### src/rtl/motor_cmd_pwm.sv
// Motor command decoder: two-byte UART frames set per-channel duty/dir/en, applied
// glitch-free at PWM period boundaries, with a watchdog that stops all motors on link silence.
module motor_cmd_pwm #(
  parameter int unsigned NUM_CH      = 2,
  parameter int unsigned PWM_W       = 8,
  parameter int unsigned PRESCALE    = 4,
  parameter int unsigned TIMEOUT_CYC = 12000000
) (
  input  logic              WF_CLK,
  input  logic              rst,
  input  logic [7:0]        rx_data,
  input  logic              rx_valid,
  output logic [NUM_CH-1:0] pwm,
  output logic [NUM_CH-1:0] dir,
  output logic [NUM_CH-1:0] en,
  output logic              frame_err,
  output logic              timeout
);

  localparam int unsigned PS_W   = (PRESCALE > 1) ? $clog2(PRESCALE) : 1;
  localparam int unsigned WD_W   = $clog2(TIMEOUT_CYC + 1);
  localparam int unsigned DUTY_W = 7;

  typedef enum logic {IDLE = 1'b0, GOT_HDR = 1'b1} state_e;

  state_e                  state_q, state_d;
  logic [2:0]              hdr_ch_q, hdr_ch_d;
  logic                    hdr_dir_q, hdr_dir_d;
  logic                    hdr_en_q, hdr_en_d;
  logic                    is_hdr_c, ch_ok_c, commit_c, frame_err_d;

  logic [DUTY_W-1:0]       sh_duty_q [NUM_CH];
  logic [DUTY_W-1:0]       sh_duty_d [NUM_CH];
  logic [DUTY_W-1:0]       act_duty_q [NUM_CH];
  logic [DUTY_W-1:0]       act_duty_d [NUM_CH];
  logic [NUM_CH-1:0]       sh_dir_q, sh_dir_d, sh_en_q, sh_en_d;
  logic [NUM_CH-1:0]       act_dir_q, act_dir_d, act_en_q, act_en_d;

  logic [PS_W-1:0]         presc_q, presc_d;
  logic [PWM_W-1:0]        cnt_q, cnt_d;
  logic                    tick_c, wrap_c;
  logic [WD_W-1:0]         wd_q, wd_d;
  logic                    expire_c, timeout_d;
  logic [NUM_CH-1:0]       pwm_d;
  logic                    unused_bits;

  assign unused_bits = ^rx_data[1:0];
  assign is_hdr_c    = rx_data[7];
  assign ch_ok_c     = ({1'b0, hdr_ch_q} < 4'(NUM_CH));

  // Frame decoder FSM state and header latch
  always_ff @(posedge WF_CLK) begin
    if (rst) begin
      state_q   <= IDLE;
      hdr_ch_q  <= '0;
      hdr_dir_q <= 1'b0;
      hdr_en_q  <= 1'b0;
    end else begin
      state_q   <= state_d;
      hdr_ch_q  <= hdr_ch_d;
      hdr_dir_q <= hdr_dir_d;
      hdr_en_q  <= hdr_en_d;
    end
  end

  // A header always (re)latches; a data byte commits only after a header
  always_comb begin
    state_d     = state_q;
    hdr_ch_d    = hdr_ch_q;
    hdr_dir_d   = hdr_dir_q;
    hdr_en_d    = hdr_en_q;
    commit_c    = 1'b0;
    frame_err_d = 1'b0;
    if (rx_valid) begin
      if (is_hdr_c) begin
        state_d   = GOT_HDR;
        hdr_ch_d  = rx_data[6:4];
        hdr_dir_d = rx_data[3];
        hdr_en_d  = rx_data[2];
      end else if (state_q == IDLE) begin
        frame_err_d = 1'b1;
      end else begin
        state_d     = IDLE;
        commit_c    = ch_ok_c;
        frame_err_d = !ch_ok_c;
      end
    end
  end

  // Timebase, watchdog, shadow/active update
  always_comb begin
    tick_c    = (presc_q == PS_W'(PRESCALE - 1));
    presc_d   = tick_c ? '0 : presc_q + PS_W'(1);
    wrap_c    = tick_c && (cnt_q == '1);
    cnt_d     = tick_c ? cnt_q + PWM_W'(1) : cnt_q;

    expire_c  = !commit_c && (wd_q == WD_W'(TIMEOUT_CYC - 1));
    if (commit_c)                       wd_d = '0;
    else if (wd_q == WD_W'(TIMEOUT_CYC)) wd_d = wd_q;
    else                                wd_d = wd_q + WD_W'(1);
    timeout_d = commit_c ? 1'b0 : (expire_c ? 1'b1 : timeout);

    sh_duty_d  = sh_duty_q;
    sh_dir_d   = sh_dir_q;
    sh_en_d    = sh_en_q;
    act_duty_d = act_duty_q;
    act_dir_d  = act_dir_q;
    act_en_d   = act_en_q;
    for (int i = 0; i < NUM_CH; i++) begin
      if (commit_c && (hdr_ch_q == 3'(i))) begin
        sh_duty_d[i] = rx_data[6:0];
        sh_dir_d[i]  = hdr_dir_q;
        sh_en_d[i]   = hdr_en_q;
      end
    end
    // Expiry stops immediately; otherwise the wrap takes the just-written shadow
    if (expire_c) begin
      for (int i = 0; i < NUM_CH; i++) begin
        sh_duty_d[i]  = '0;
        act_duty_d[i] = '0;
      end
      sh_dir_d  = '0;
      sh_en_d   = '0;
      act_dir_d = '0;
      act_en_d  = '0;
    end else if (wrap_c) begin
      act_duty_d = sh_duty_d;
      act_dir_d  = sh_dir_d;
      act_en_d   = sh_en_d;
    end
  end

  // PWM compare: duty scaled to counter width, full-scale duty forced high
  always_comb begin
    pwm_d = '0;
    for (int i = 0; i < NUM_CH; i++) begin
      pwm_d[i] = act_en_q[i] &&
                 ((act_duty_q[i] == 7'h7F) ||
                  (cnt_q < (PWM_W'(act_duty_q[i]) << (PWM_W - DUTY_W))));
    end
  end

  always_ff @(posedge WF_CLK) begin
    if (rst) begin
      for (int i = 0; i < NUM_CH; i++) begin
        sh_duty_q[i]  <= '0;
        act_duty_q[i] <= '0;
      end
      sh_dir_q  <= '0;
      sh_en_q   <= '0;
      act_dir_q <= '0;
      act_en_q  <= '0;
      presc_q   <= '0;
      cnt_q     <= '0;
      wd_q      <= '0;
      pwm       <= '0;
      dir       <= '0;
      en        <= '0;
      frame_err <= 1'b0;
      timeout   <= 1'b0;
    end else begin
      sh_duty_q  <= sh_duty_d;
      act_duty_q <= act_duty_d;
      sh_dir_q   <= sh_dir_d;
      sh_en_q    <= sh_en_d;
      act_dir_q  <= act_dir_d;
      act_en_q   <= act_en_d;
      presc_q    <= presc_d;
      cnt_q      <= cnt_d;
      wd_q       <= wd_d;
      pwm        <= pwm_d;
      dir        <= act_dir_q;
      en         <= act_en_q;
      frame_err  <= frame_err_d;
      timeout    <= timeout_d;
    end
  end

endmodule
### config.mk
export PLATFORM = sky130hd
export DESIGN_NAME = motor_cmd_pwm
export DESIGN_NICKNAME = d
export VERILOG_FILES = /design/src/rtl/motor_cmd_pwm.sv
export SDC_FILE = /design/constraint.sdc
export NUM_CORES = 1
export LEC_CHECK = 0
export ABC_AREA = 0
export ABC_CLOCK_PERIOD_IN_PS = 2700
export CAP_MARGIN = 15
export CORE_MARGIN = 2
export CORE_UTILIZATION = 30
export DETAILED_ROUTE_END_ITERATION = 10
export DONT_BUFFER_PORTS = 1
export GPL_TIMING_DRIVEN = 0
export PLACE_DENSITY = 0.48
export SETUP_SLACK_MARGIN = 0.3
export SLEW_MARGIN = 15
export SYNTH_ARGS = -nofsm -noshare
export SYNTH_HDL_FRONTEND = slang
export SYNTH_SLANG_ARGS = --single-unit
### constraint.sdc
create_clock -name WF_CLK -period 2.7 [get_ports WF_CLK]
set_input_delay 0.54 -clock WF_CLK [delete_from_list [all_inputs] [get_ports WF_CLK]]
set_output_delay 0.54 -clock WF_CLK [all_outputs]
set_load 0.02 [all_outputs]
==> qor.csv <==
metric,value,unit
place_inst,547,
synthSimpleGateAreaFrac,0.223,
critPathLaunchType,register,
port_buffers,0,
top_layer_used,met4,
dr.pass1.iters,4,
wl_met1,4080,um
ctsHoldBuffers,0,
wirelength,7800,um
htreeDepth,3,
core,12000,sq um
muxShareOfSynthArea,0.0521,
yosysTopAreaCell,dfxtp_1,
clock-root-buffer,clkbuf_16,
fin_crit,1960,ps
total_power,2.65,mW
avgSynthCellArea,9.13,sq um
ios,19,
grt_overflow,0,
setup_viol,0,
row_count,40,
hold_viol_final,0,
min_path_type,in2reg,
drt_iter0_markers,99,
crit_required,2900,ps
wl_met2,3340,um
fillCellCount,1196,
synth-adder-area-share,0.0548,
ant_nets,0,
max_freq,0.510,GHz
critPathArrivalTime,2160,ps
syn_nets,427,
status,finished clean,
ys.flop_type,dfxtp_1,
antenna_found_initial,0,
async_flop_share,0,
maxCapViolations,0,
slew_violations,0,
final_cells,563,
synth.most_common_cell,dfxtp_1,
fp.dieH,114,um
synthXorXnorAreaFrac,0.0312,
ys_seq_area_frac,0.460,
grt_pass1_wl,13400,um
n_antenna_cell,0,
leakage,1.56,nW
netlist-cell-type-count,41,
max-slew-margin-rel,0.624,
synth_compound_area_frac,0.128,
cp_max_fo,10,
gp_congestion,0.758,
viasPerCell,4.86,
skew,9.53,ps
synth_seq_cells,84,
critPathKind,reg2reg,
synth_cells,400,
cts_setup_buffers,0,
yosys-top-cells-count,"84 x dfxtp_1, 55 x nor2_1, 27 x a21oi_1",
dp_hpwl,5700,um
initial_core_util,0.305,
path_clk_slew,60,ps
syn_area,3650,sq um
post_drt_wl_per_cell,13.9,um
die-width,114,um
yosysWarnings,0,
tightest_slew,564,ps
synth.area.top_cells,"dfxtp_1 46%, nor2_1 5.7%, ha_1 5.5%, mux2i_1 5.2%, a211oi_1 3.7%",
tns,0,ps
synth_top_family_by_area,simple AND/OR/NAND/NOR gates,
num_vias,2738,
yosysTopAreaCellShare,0.460,
grt_setup_unrepaired,false,
nNetsFinal,438,
met3_length,186,um
clock_path_buffers,2,
fin_crit_sh,0.726,
clock_latency,340,ps
dieArea,13100,sq um
synth_edf_count,0,
cts.sinks,84,
first_global_vias,2658,
syn2layout_area_growth,13.7,%
drive_gt1_frac,0.0865,
track_usage,0.131,
drc,0,
end_kind,register,
numCtsBuffers,9,
cts_resized,0,
peakVddDrop,0.000347,V
cts_tree,yes,
p_per_area,639,nW/um^2
grt_max_degree,15,
## flip-flops by register name, indices dropped and copies added (netlist names)
name	flops
wd_q	24
act_duty_q	14
sh_duty_q	14
cnt_q	8
hdr_ch_q	3
act_dir_q	2
act_en_q	2
dir	2
en	2
presc_q	2
pwm	2
sh_dir_q	2
sh_en_q	2
frame_err	1
hdr_dir_q	1
hdr_en_q	1
state_q	1
timeout	1
## critical path, cell delays in order, from the launching register on
cell and delay, ps:
dfxtp_1 340, nor4_1 380, nand4_1 330, o31ai_4 510, buf_6 210, a211oi_1 50
## power by group
group          total [mW]  switching (mW)  internal (mW)  leakage (nW)
clock                1.31           0.501          0.810         0.149
combinational      0.0759          0.0462         0.0297         0.730
sequential           1.27          0.0111           1.26         0.679
total                2.65           0.559           2.09          1.56
## area by class of cell
class	instances	area (sq um)	area share
Clock buffer	10	229	0.0551
Inverter	18	67.6	0.0163
Sequential cell	84	1680	0.405
Clock inverter	6	88.8	0.0214
Multi-Input combinational cell	279	1790	0.430
Buffer	19	118	0.0283
Tap cell	147	184	0.0443
## final timing paths
check                        start                         end  slack (ps)  cells after the start
max          wd_q[13]$_SDFFE_PP0P_  act_duty_q[3]$_SDFFE_PP0P_         740                      5
min                            rst            en[1]$_SDFF_PP0_         300                      1
min reg2reg  presc_q[0]$_SDFF_PP0_       presc_q[0]$_SDFF_PP0_         430                      1
max reg2reg  wd_q[13]$_SDFFE_PP0P_  act_duty_q[3]$_SDFFE_PP0P_         740                      5
## layer usage
metal,up-vias,track usage
met5,-,0
met4,0,0.0732
met3,11,0.0217
met2,36,0.194
met1,1243,0.181
li1,1448,-
## cells in the final DEF (no fill, tap or decap), types with 3 or more instances in the layout
cell,synthesis,routed
clkbuf_1,4,5
ha_1,16,16
or4_1,6,6
a21oi_1,27,27
nand3_1,18,18
nand2_1,21,21
nand2b_1,3,3
o21ai_0,14,14
or3_1,7,7
nor2_1,55,55
xor2_1,11,11
nor3_1,3,3
a211oi_1,18,18
dfxtp_1,84,84
mux2i_1,19,19
nand4_1,12,12
nor3b_1,3,3
nor2b_1,8,8
o31ai_1,7,7
and3_1,4,4
buf_6,4,4
buf_2,10,10
and4_1,6,6
clkbuf_16,0,9
inv_1,18,18
## kinds of logic (layout without fill, tap and decap cells)
family	count (synthesis)	in the layout
adders and majority gates	16	16
buffers and inverters	37	53
muxes	19	19
AOI/OAI and AO/OA	74	74
and+or+nand+nor	157	157
xor gates and xnor gates	13	13
DFF	84	84
## stage by stage
stage	instance area [sq um]	setup slack (ps)	util	hold slack, ps
after floorplan	3650	1030	-	404
after global placement	3840	666	0.321	414
after detailed placement	3840	681	0.321	423
after CTS	4160	675	0.347	286
after global routing	4160	459	0.347	294
final	4160	739	0.347	296
Note: power is estimated with default switching activity, not from simulation.
